`config.mk`:
```
export PLATFORM = sky130hd
export DESIGN_NAME = regs_mp
export DESIGN_NICKNAME = d
export VERILOG_FILES = /design/src/rtl/regs_pkg.sv /design/src/rtl/regs_clr_fsm.sv /design/src/rtl/regs_mp.sv
export SDC_FILE = /design/constraint.sdc
export NUM_CORES = 1
export LEC_CHECK = 0
export BUFFER_PORTS_ARGS = -buffer_cell sky130_fd_sc_hd__buf_2
export CORE_MARGIN = 2
export CORE_UTILIZATION = 65
export CTS_BUF_LIST = sky130_fd_sc_hd__clkbuf_16
export CTS_CLUSTER_SIZE = 25
export DETAILED_ROUTE_END_ITERATION = 8
export PLACE_DENSITY_LB_ADDON = 0.25
export SLEW_MARGIN = 20
export SYNTH_ARGS = -nofsm -noshare
export SYNTH_HDL_FRONTEND = slang
export SYNTH_SLANG_ARGS = --single-unit
```
`constraint.sdc`:
```
create_clock -name i_clk -period 8.9 [get_ports i_clk]
set_clock_uncertainty 0.05 [all_clocks]
set_input_delay 0.445 -clock i_clk [delete_from_list [all_inputs] [get_ports i_clk]]
set_output_delay 0.445 -clock i_clk [all_outputs]
set_load 0.01 [all_outputs]
```
`src/rtl/regs_pkg.sv`:
```
// Shared definitions for the multi-port register file and its zero-fill controller.
package regs_pkg;

    localparam int XLEN_DEFAULT  = 32;
    localparam int DEPTH_DEFAULT = 32;   // 32 for RV32I, 16 for RV32E

    // Zero-fill controller states: CLEAR walks the array, RUN is normal operation.
    typedef enum logic {
        CLEAR = 1'b0,
        RUN   = 1'b1
    } state_e;

endpackage

```
`src/rtl/regs_clr_fsm.sv`:
```
// Zero-fill sequencer: walks addresses 1..DEPTH-1, one per cycle, after reset
// (optionally) and on every clear request issued while running.
module regs_clr_fsm
    import regs_pkg::*;
#(
    parameter int DEPTH          = DEPTH_DEFAULT,
    parameter int CLEAR_ON_RESET = 1,
    localparam int AW            = $clog2(DEPTH)
) (
    input  logic          i_clk,
    input  logic          i_rst,
    input  logic          i_clr,
    output logic          o_busy,
    output logic [AW-1:0] o_clr_addr,
    output logic          o_clr_we
);

    localparam state_e        RESET_STATE = (CLEAR_ON_RESET != 0) ? CLEAR : RUN;
    localparam logic [AW-1:0] CNT_FIRST   = AW'(1);
    localparam logic [AW-1:0] CNT_LAST    = AW'(DEPTH - 1);

    state_e        state_q, state_d;
    logic [AW-1:0] cnt_q, cnt_d;

    // State and counter registers; address 0 is never stored, so counting starts at 1.
    // NOTE: clocked state uses non-blocking (<=) so every register samples pre-edge values.
    always_ff @(posedge i_clk or posedge i_rst) begin
        if (i_rst) begin
            state_q <= RESET_STATE;
            cnt_q   <= CNT_FIRST;
        end else begin
            state_q <= state_d;
            cnt_q   <= cnt_d;
        end
    end

    // Next state: a clear request only matters in RUN; CLEAR ends at the last address.
    // NOTE: defaults first so every path assigns every signal and no latch is inferred.
    always_comb begin
        state_d = state_q;
        cnt_d   = cnt_q;
        case (state_q)
            RUN: begin
                cnt_d = CNT_FIRST;
                if (i_clr) begin
                    state_d = CLEAR;
                end
            end
            CLEAR: begin
                if (cnt_q == CNT_LAST) begin
                    state_d = RUN;
                    cnt_d   = CNT_FIRST;
                end else begin
                    cnt_d = cnt_q + AW'(1);
                end
            end
            default: begin
                state_d = RUN;
                cnt_d   = CNT_FIRST;
            end
        endcase
    end

    // Outputs: the array is zeroed at the counter address for every CLEAR cycle.
    always_comb begin
        o_busy     = (state_q == CLEAR);
        o_clr_we   = (state_q == CLEAR);
        o_clr_addr = cnt_q;
    end

endmodule

```
`src/rtl/regs_mp.sv`:
```
// Multi-port RISC-V integer register file: x0 hard-wired to zero, registered
// reads, optional write-to-read forwarding and a hardware zero-fill sequence.
module regs_mp
    import regs_pkg::*;
#(
    parameter int XLEN           = XLEN_DEFAULT,
    parameter int DEPTH          = DEPTH_DEFAULT,  // only 16 or 32
    parameter int RPORTS         = 2,              // 1..4
    parameter int WPORTS         = 1,              // 1..2
    parameter int PASS_THROUGH   = 1,
    parameter int CLEAR_ON_RESET = 1,
    localparam int AW            = $clog2(DEPTH)
) (
    input  logic                   i_clk,
    input  logic                   i_rst,
    input  logic                   i_ce,
    input  logic [RPORTS*AW-1:0]   i_addr_rd,
    input  logic [WPORTS-1:0]      i_we,
    input  logic [WPORTS*AW-1:0]   i_addr_wr,
    input  logic [WPORTS*XLEN-1:0] i_dat_wr,
    input  logic                   i_clr,
    output logic [RPORTS*XLEN-1:0] o_dat_rd,
    output logic                   o_busy
);

    logic [XLEN-1:0]        mem_q [DEPTH];
    logic                   busy;
    logic                   clr_we;
    logic [AW-1:0]          clr_addr;
    logic [WPORTS-1:0]      wr_ok;
    logic [RPORTS*XLEN-1:0] rd_d, rd_q;

    regs_clr_fsm #(
        .DEPTH          (DEPTH),
        .CLEAR_ON_RESET (CLEAR_ON_RESET)
    ) u_clr_fsm (
        .i_clk      (i_clk),
        .i_rst      (i_rst),
        .i_clr      (i_clr),
        .o_busy     (busy),
        .o_clr_addr (clr_addr),
        .o_clr_we   (clr_we)
    );

    // A user write qualifies only in RUN, with i_ce, to a nonzero address, and not alongside a clear request.
    always_comb begin
        wr_ok = '0;
        for (int w = 0; w < WPORTS; w++) begin
            wr_ok[w] = i_ce && i_we[w] && (i_addr_wr[w*AW +: AW] != '0) && !busy && !i_clr;
        end
    end

    // Storage array; later write ports are applied last so they win address collisions.
    // NOTE: the array has no reset so it maps onto distributed RAM; the zero-fill sequence defines its contents.
    always_ff @(posedge i_clk) begin
        if (clr_we) begin
            mem_q[clr_addr] <= '0;
        end else begin
            for (int w = 0; w < WPORTS; w++) begin
                if (wr_ok[w]) begin
                    mem_q[i_addr_wr[w*AW +: AW]] <= i_dat_wr[w*XLEN +: XLEN];
                end
            end
        end
    end

    // Read select: zero while clearing or for x0, else array data overridden by the winning same-cycle write.
    always_comb begin
        rd_d = '0;
        for (int p = 0; p < RPORTS; p++) begin
            if (!busy && (i_addr_rd[p*AW +: AW] != '0)) begin
                rd_d[p*XLEN +: XLEN] = mem_q[i_addr_rd[p*AW +: AW]];
                for (int w = 0; w < WPORTS; w++) begin
                    if ((PASS_THROUGH != 0) && wr_ok[w] &&
                        (i_addr_wr[w*AW +: AW] == i_addr_rd[p*AW +: AW])) begin
                        rd_d[p*XLEN +: XLEN] = i_dat_wr[w*XLEN +: XLEN];
                    end
                end
            end
        end
    end

    // Read data register, sampled every cycle independent of i_ce.
    always_ff @(posedge i_clk or posedge i_rst) begin
        if (i_rst) begin
            rd_q <= '0;
        end else begin
            rd_q <= rd_d;
        end
    end

    assign o_dat_rd = rd_q;
    assign o_busy   = busy;

endmodule

```
==> results of run 1 <==
## cell type report
cell class              count  area (um2)
clock buffers             106        2650
flip-flops and latches   1094       32500
diodes                      4        10.0
well taps                1040        1300
multi-input cells        1379       17200
inverters                   5        20.0
repair buffers            191        1200
fillers                  4473       21600
clock inverters            90         663
## power by group through the flow
| stage | clock (mW) | sequential, mW | combinational (mW) |
|---|---|---|---|
| 2_1_floorplan | 0 | 6.40 | 1.13 |
| 3_3_place_gp | 0 | 6.41 | 1.93 |
| 3_5_place_dp | 0 | 6.46 | 1.97 |
| 4_1_cts | 4.37 | 6.37 | 1.99 |
| 5_1_grt | 4.56 | 6.41 | 2.09 |
| 6_report | 4.38 | 6.38 | 2.06 |
## synthesized netlist by cell type (all sizes together), types with 11 or more instances
cell and number:
buf 113, and2 35, a211o 64, a21oi 133
o21bai 64, dfrtp 69, mux4 384, nor2 48
xnor2 11, mux2i 256, edfxtp 1024, clkbuf 110
a221oi 128, a22oi 192
## sequential cells by signal (all words and copies together) (netlist names)
register,flops
o_dat_rd,64
mem_q,1024
u_clr_fsm.o_clr_addr,5
u_clr_fsm.state_q,1
## stage by stage
step,util (%),setup WS (ps)
3_3_place_gp,67.7,4330
3_5_place_dp,67.7,4300
4_1_cts,72.0,4820
2_1_floorplan,-,5220
6_report,72.0,4660
5_1_grt,72.0,4690
## logic make-up after synthesis
logic type | after synthesis
DFF | 1094
muxes | 640
AOI/OAI and AO/OA | 599
buffers and inverters | 228
and+or+nand+nor | 126
xor gates and xnor gates | 12
adders and majority gates | 2
## worst max path at each step
stage	endpoint	slack, ps	depth (start not counted)
floorplan	mem_q[18][0]	5220	7
global placement	o_dat_rd[27]	4330	9
detailed placement	o_dat_rd[20]	4300	9
CTS	mem_q[6][6]	4820	5
global route	o_dat_rd[28]	4690	9
finish	mem_q[6][3]	4660	5
## critical path: cells and delay by family, from the launching register on
family | cells | cell delay [ps]
buffers and inverters | 1 | 650
AO/OA/AOI/OAI | 2 | 1230
flip-flops | 1 | 680
AND/OR/NAND/NOR | 2 | 1210
## metal layers
| metal | track usage [%] | routed length [um] | vias to the layer above |
|---|---|---|---|
| li1 | - | - | 11809 |
| met1 | 50.2 | 49400 | 15979 |
| met2 | 58.4 | 69700 | 2725 |
| met3 | 12.9 | 23000 | 692 |
| met4 | 22.2 | 10300 | 12 |
| met5 | 0 | 117 | - |
==> results.yml, run 1 <==
outcome:
  run_status: "completed"
synth:
  synthArstFlopShare_pct: 6.40
  avgSynthCellArea_um2: 18.7
  syn_nets: 2755
  synthesis.area_um2: 50400
  yosysUniqueCellTypes: 46
  ys.flop_type: "edfxtp_1"
  synth-simple-area-share_pct: 1.50
  synth-edff-count: 1024
  synth_adder_area_share_pct: 0.0496
  synthMuxAreaShare_pct: 22.2
  synth_compound_area_share_pct: 9.32
  ys_seq_area_share_pct: 64.4
  synth_seq_cells: 1094
  yosys-top-cells-area: "edfxtp_1 (61%), mux4_2 (17%), mux2i_1 (5.1%), dfrtp_1 (3.4%), a22oi_1 (2.9%)"
  synth_top_family_by_area: "multiplexers"
  synth_top_area_share_pct: 61.0
  yosysTopAreaCell: "edfxtp_1"
  synth_xor_area_share_pct: 0.208
  synthCells: 2701
  yosysWarnings: 0
timing:
  finalSetupViolations: 0
  min_period_over_period_pct: 47.6
  whs_ps: 119
  slew_violations: 0
  maxSlewHeadroom_pct: 20.3
  setup_tns_ps: 0
  tightest_slew_ps: 1200
  max_freq_ghz: 0.236
  rsz0062_at_grt: "false"
  min_period_ps: 4240
  finalHoldViolCount: 0
cts:
  insertion_delay_ps: 670
  cts_buffer_depth: 3
  tritoncts: "done"
  cts-root-buf: "clkbuf_16"
  post_cts_buffers: 0
  h-tree-depth: 3
  cts_resized: 0
  postCtsHoldBufs: 1
  clkSlewWorstSetupHoldPaths_ps: 60
  numCtsBuffers: 105
  clock_sinks: 1094
critical_path:
  cp_max_fo: 51
  max_stage_delay_ps: 790
  slowest_stage: "nor2_4"
  r2r_setup_slack_ps: 4660
  crit_path_start: "u_clr_fsm.state_q"
  critical_path_class: "reg2reg"
  cp_cell_sequence: "and4b_1 -> o21a_4 -> a31oi_2 -> nor2_4 -> buf_4"
  r2r_start: "u_clr_fsm.state_q"
  critPathCaptureType: "flip-flop"
  arrival_ps: 4490
  rr_endpoint: "mem_q[6][3]"
  reg2reg_depth: 5
  required_ps: 9150
  start_kind: "flip-flop"
global_routing:
  antenna_found_initial: 8
  grt_pass1_wl_mm: 216
  grt_overflow: 0
  grt_pass1_vias: 31573
  grt_max_degree: 120
  grt_usage_pct: 38.8
layout:
  final_cell_area_um2: 55500
  final_common_cell: "edfxtp_1"
  area_delta_synth_final_pct: 10.0
  instances_no_fill: 3909
  fin_nets: 2830
  drive_above_1_share_pct: 30.4
  final_cell_mix: "edfxtp_1 (1,024), mux4_2 (384), mux2i_1 (256)"
floorplan:
  ios: 117
  core.rowCount: 102
  fp.dieW_um: 283
  die_h_um: 283
  start_util_pct: 65.4
  coreArea_um2: 77100
  dieArea_um2: 79800
power_and_ir_drop:
  pwr-share-clk_pct: 34.2
  vdd_drop_max_v: 0.000203
  seqPwrFrac_pct: 49.8
  p_comb_share_pct: 16.0
  power_density_nw_per_um2: 231
  sw_frac_of_total_pct: 27.9
  internal_power_mw: 9.24
  leakage_nw: 19.6
  power.total_mw: 12.8
  p_sw_mw: 3.57
routing:
  wl_per_cell_um: 39.0
  postRouteAntennaNets: 0
  wl_mm: 152
  vias: 31217
  drt_iter0_markers: 4750
  drt_pass1_iterations: 5
  drc: 0
  avgViaCountPerCell: 7.99
hold_path:
  hold-path-cell-count: 2
  min_to: "u_clr_fsm.state_q"
  hp-class: "in2reg"
  min_from: "i_clr"
placement:
  placed_cell_area_um2: 52200
  gp_congestion: 0.887
  port-buffer-count: 116
  place_inst: 3707
  dp_hpwl_mm: 81.7
run:
  max_cap_violations: 0
(Power assumes the default switching activity.)
==> inputs of run 2 (changes only) <==
--- a/config.mk
+++ b/config.mk
@@ -7,7 +7,7 @@
 export LEC_CHECK = 0
 export BUFFER_PORTS_ARGS = -buffer_cell sky130_fd_sc_hd__buf_2
 export CORE_MARGIN = 2
-export CORE_UTILIZATION = 65
+export CORE_UTILIZATION = 57
 export CTS_BUF_LIST = sky130_fd_sc_hd__clkbuf_16
 export CTS_CLUSTER_SIZE = 25
 export DETAILED_ROUTE_END_ITERATION = 8
==> constraint.sdc (replaced) <==
create_clock -name i_clk -period 3.45 [get_ports i_clk]
set_clock_uncertainty 0.05 [all_clocks]
set_input_delay 0.1725 -clock i_clk [delete_from_list [all_inputs] [get_ports i_clk]]
set_output_delay 0.1725 -clock i_clk [all_outputs]
set_load 0.01 [all_outputs]
==> results.yml, run 2 (synthesized netlist as in run 1, its figures left out) <==
outcome:
  run_status: "completed"
critical_path:
  required_ps: 3710
  crit_top_cell: "buf_4"
  arrival_ps: 3590
  cp_max_fo: 32
  max_stage_delay_ps: 880
  cp_cell_sequence: "buf_4 -> nand2_1 -> nor3_1 -> a21oi_1 -> buf_4 -> nor2_4 -> buf_4"
  start_kind: "flip-flop"
  critPathCaptureType: "flip-flop"
  slowest_stage: "nor3_1"
  critical_path_class: "reg2reg"
routing:
  dr_wl_met2_mm: 66.3
  vias: 29804
  drt_pass1_iterations: 5
  wl_met3_mm: 18.5
  wirelength_met1_mm: 52.7
  wl_per_cell_um: 34.5
  drt_iter0_markers: 3959
  postRouteAntennaNets: 0
  drc: 0
  avgViaCountPerCell: 7.25
  highest_layer: "met5"
  wl_mm: 142
placement:
  dp_hpwl_mm: 90.6
  gp_congestion: 0.914
  placed_cell_area_um2: 53300
  port-buffer-count: 116
cts:
  cts-root-buf: "clkbuf_16"
  h-tree-depth: 3
  insertion_delay_ps: 680
  cts_resized: 0
  tritoncts: "done"
  clock_sinks: 1094
  numCtsBuffers: 108
  cts_buffer_depth: 3
  clkSlewWorstSetupHoldPaths_ps: 70
layout:
  final_cell_area_um2: 56900
  fin_nets: 2908
  regMostFlops: "mem_q"
  final_cell_mix: "edfxtp_1 (1,024), mux4_2 (384), mux2i_1 (256)"
  drive_above_1_share_pct: 31.6
  area_delta_synth_final_pct: 12.9
  final_common_cell: "edfxtp_1"
  largest_register_ffs: 1024
timing:
  finalHoldViolCount: 0
  max_freq_ghz: 0.300
  min_period_ps: 3330
  maxSlewHeadroom_pct: 29.5
  finalSetupViolations: 0
  rsz0062_at_grt: "false"
  min_period_over_period_pct: 96.6
  tightest_slew_ps: 1050
  slew_violations: 0
  whs_ps: 19.3
  setup_tns_ps: 0
run:
  max_cap_violations: 0
power_and_ir_drop:
  seqPwrFrac_pct: 49.6
  sw_frac_of_total_pct: 26.6
  internal_power_mw: 24.2
  p_comb_share_pct: 15.6
  leakage_nw: 20.2
  p_sw_mw: 8.77
  power.total_mw: 33.0
  power_density_nw_per_um2: 580
  pwr-share-clk_pct: 34.7
  vdd_drop_max_v: 0.000474
floorplan:
  ios: 117
  coreArea_um2: 88100
  fp.dieW_um: 301
  start_util_pct: 57.3
  core.rowCount: 109
  die_h_um: 301
  dieArea_um2: 90900
global_routing:
  grt_max_degree: 70
  grt_usage_pct: 31.4
  grt_pass1_vias: 30155
  grt_overflow: 0
  antenna_found_initial: 8
  grt_pass1_wl_mm: 205
hold_path:
  hp-class: "in2reg"
run 2: changes by cell type in the layout (fill, tap and decap cells not counted), sizes merged:
cell,before,now
bufinv,10,8
clkinv,50,49
buf,188,244
dlygate4sd3,1,20
diode,4,2
clkbuf,108,115
clkinvlp,3,4
run 2: power by group through the flow:
stage,Combinational (mW),Clock (mW),Sequential [mW]
2_1_floorplan,2.92,0,16.5
3_3_place_gp,4.91,0,16.5
3_5_place_dp,5.06,0,16.6
4_1_cts,5.09,11.5,16.4
5_1_grt,5.37,12.0,16.5
6_report,5.16,11.5,16.4
run 2: layer usage:
metal | vias up | global-route usage (%)
met5 | - | 0.847
met4 | 15 | 9.62
met3 | 282 | 11.0
met2 | 1924 | 47.5
met1 | 15625 | 43.3
li1 | 11958 | -
run 2: area by class of cell:
class / count / area [um2]
Clock inverter: 88 / 601
Antenna cell: 2 / 5.00
Tap cell: 1165 / 1460
Multi-Input combinational cell: 1379 / 17200
Fill cell: 5885 / 31200
Inverter: 5 / 20.0
Timing Repair Buffer: 266 / 2380
Sequential cell: 1094 / 32500
Clock buffer: 113 / 2830
run 2: worst max-delay path: cells and delay by family (launching register included):
kind	cells	cell delay, ps
compound gates	1	240
simple gates	3	1280
buf+inv	3	1000
flops	1	340
run 2: what timing repair did:
action | in CTS | in global routing
hold endpoints to repair | 438 | 0
hold buffers | 20 | 0
buffers inserted | 0 | 0
run 2: final timing paths:
| kind | start | end | slack, ps | cells after the start |
|---|---|---|---|---|
| hold reg to reg | u_clr_fsm.o_clr_addr[0] | u_clr_fsm.o_clr_addr[0] | 460 | 1 |
| setup reg to reg | u_clr_fsm.state_q | mem_q[19][26] | 120 | 7 |
| max in group asynchronous | i_rst | u_clr_fsm.o_clr_addr[0] | 2510 | 4 |
| hold / removal | i_dat_wr[19] | mem_q[15][19] | 20 | 2 |
| min in group asynchronous | i_rst | o_dat_rd[56] | 30 | 3 |
| setup / recovery | u_clr_fsm.state_q | mem_q[19][26] | 120 | 7 |
run 2: per-stage QoR:
stage / utilization [%] / setup WS [ps] / cells
final: 64.6 / 116 / 4112
after global routing: 64.6 / 112 / 4111
after CTS: 64.6 / 253 / 4110
after detailed placement: 60.5 / 260 / 3889
after global placement: 60.3 / 275 / 3882
after floorplan: - / 44.2 / 2701
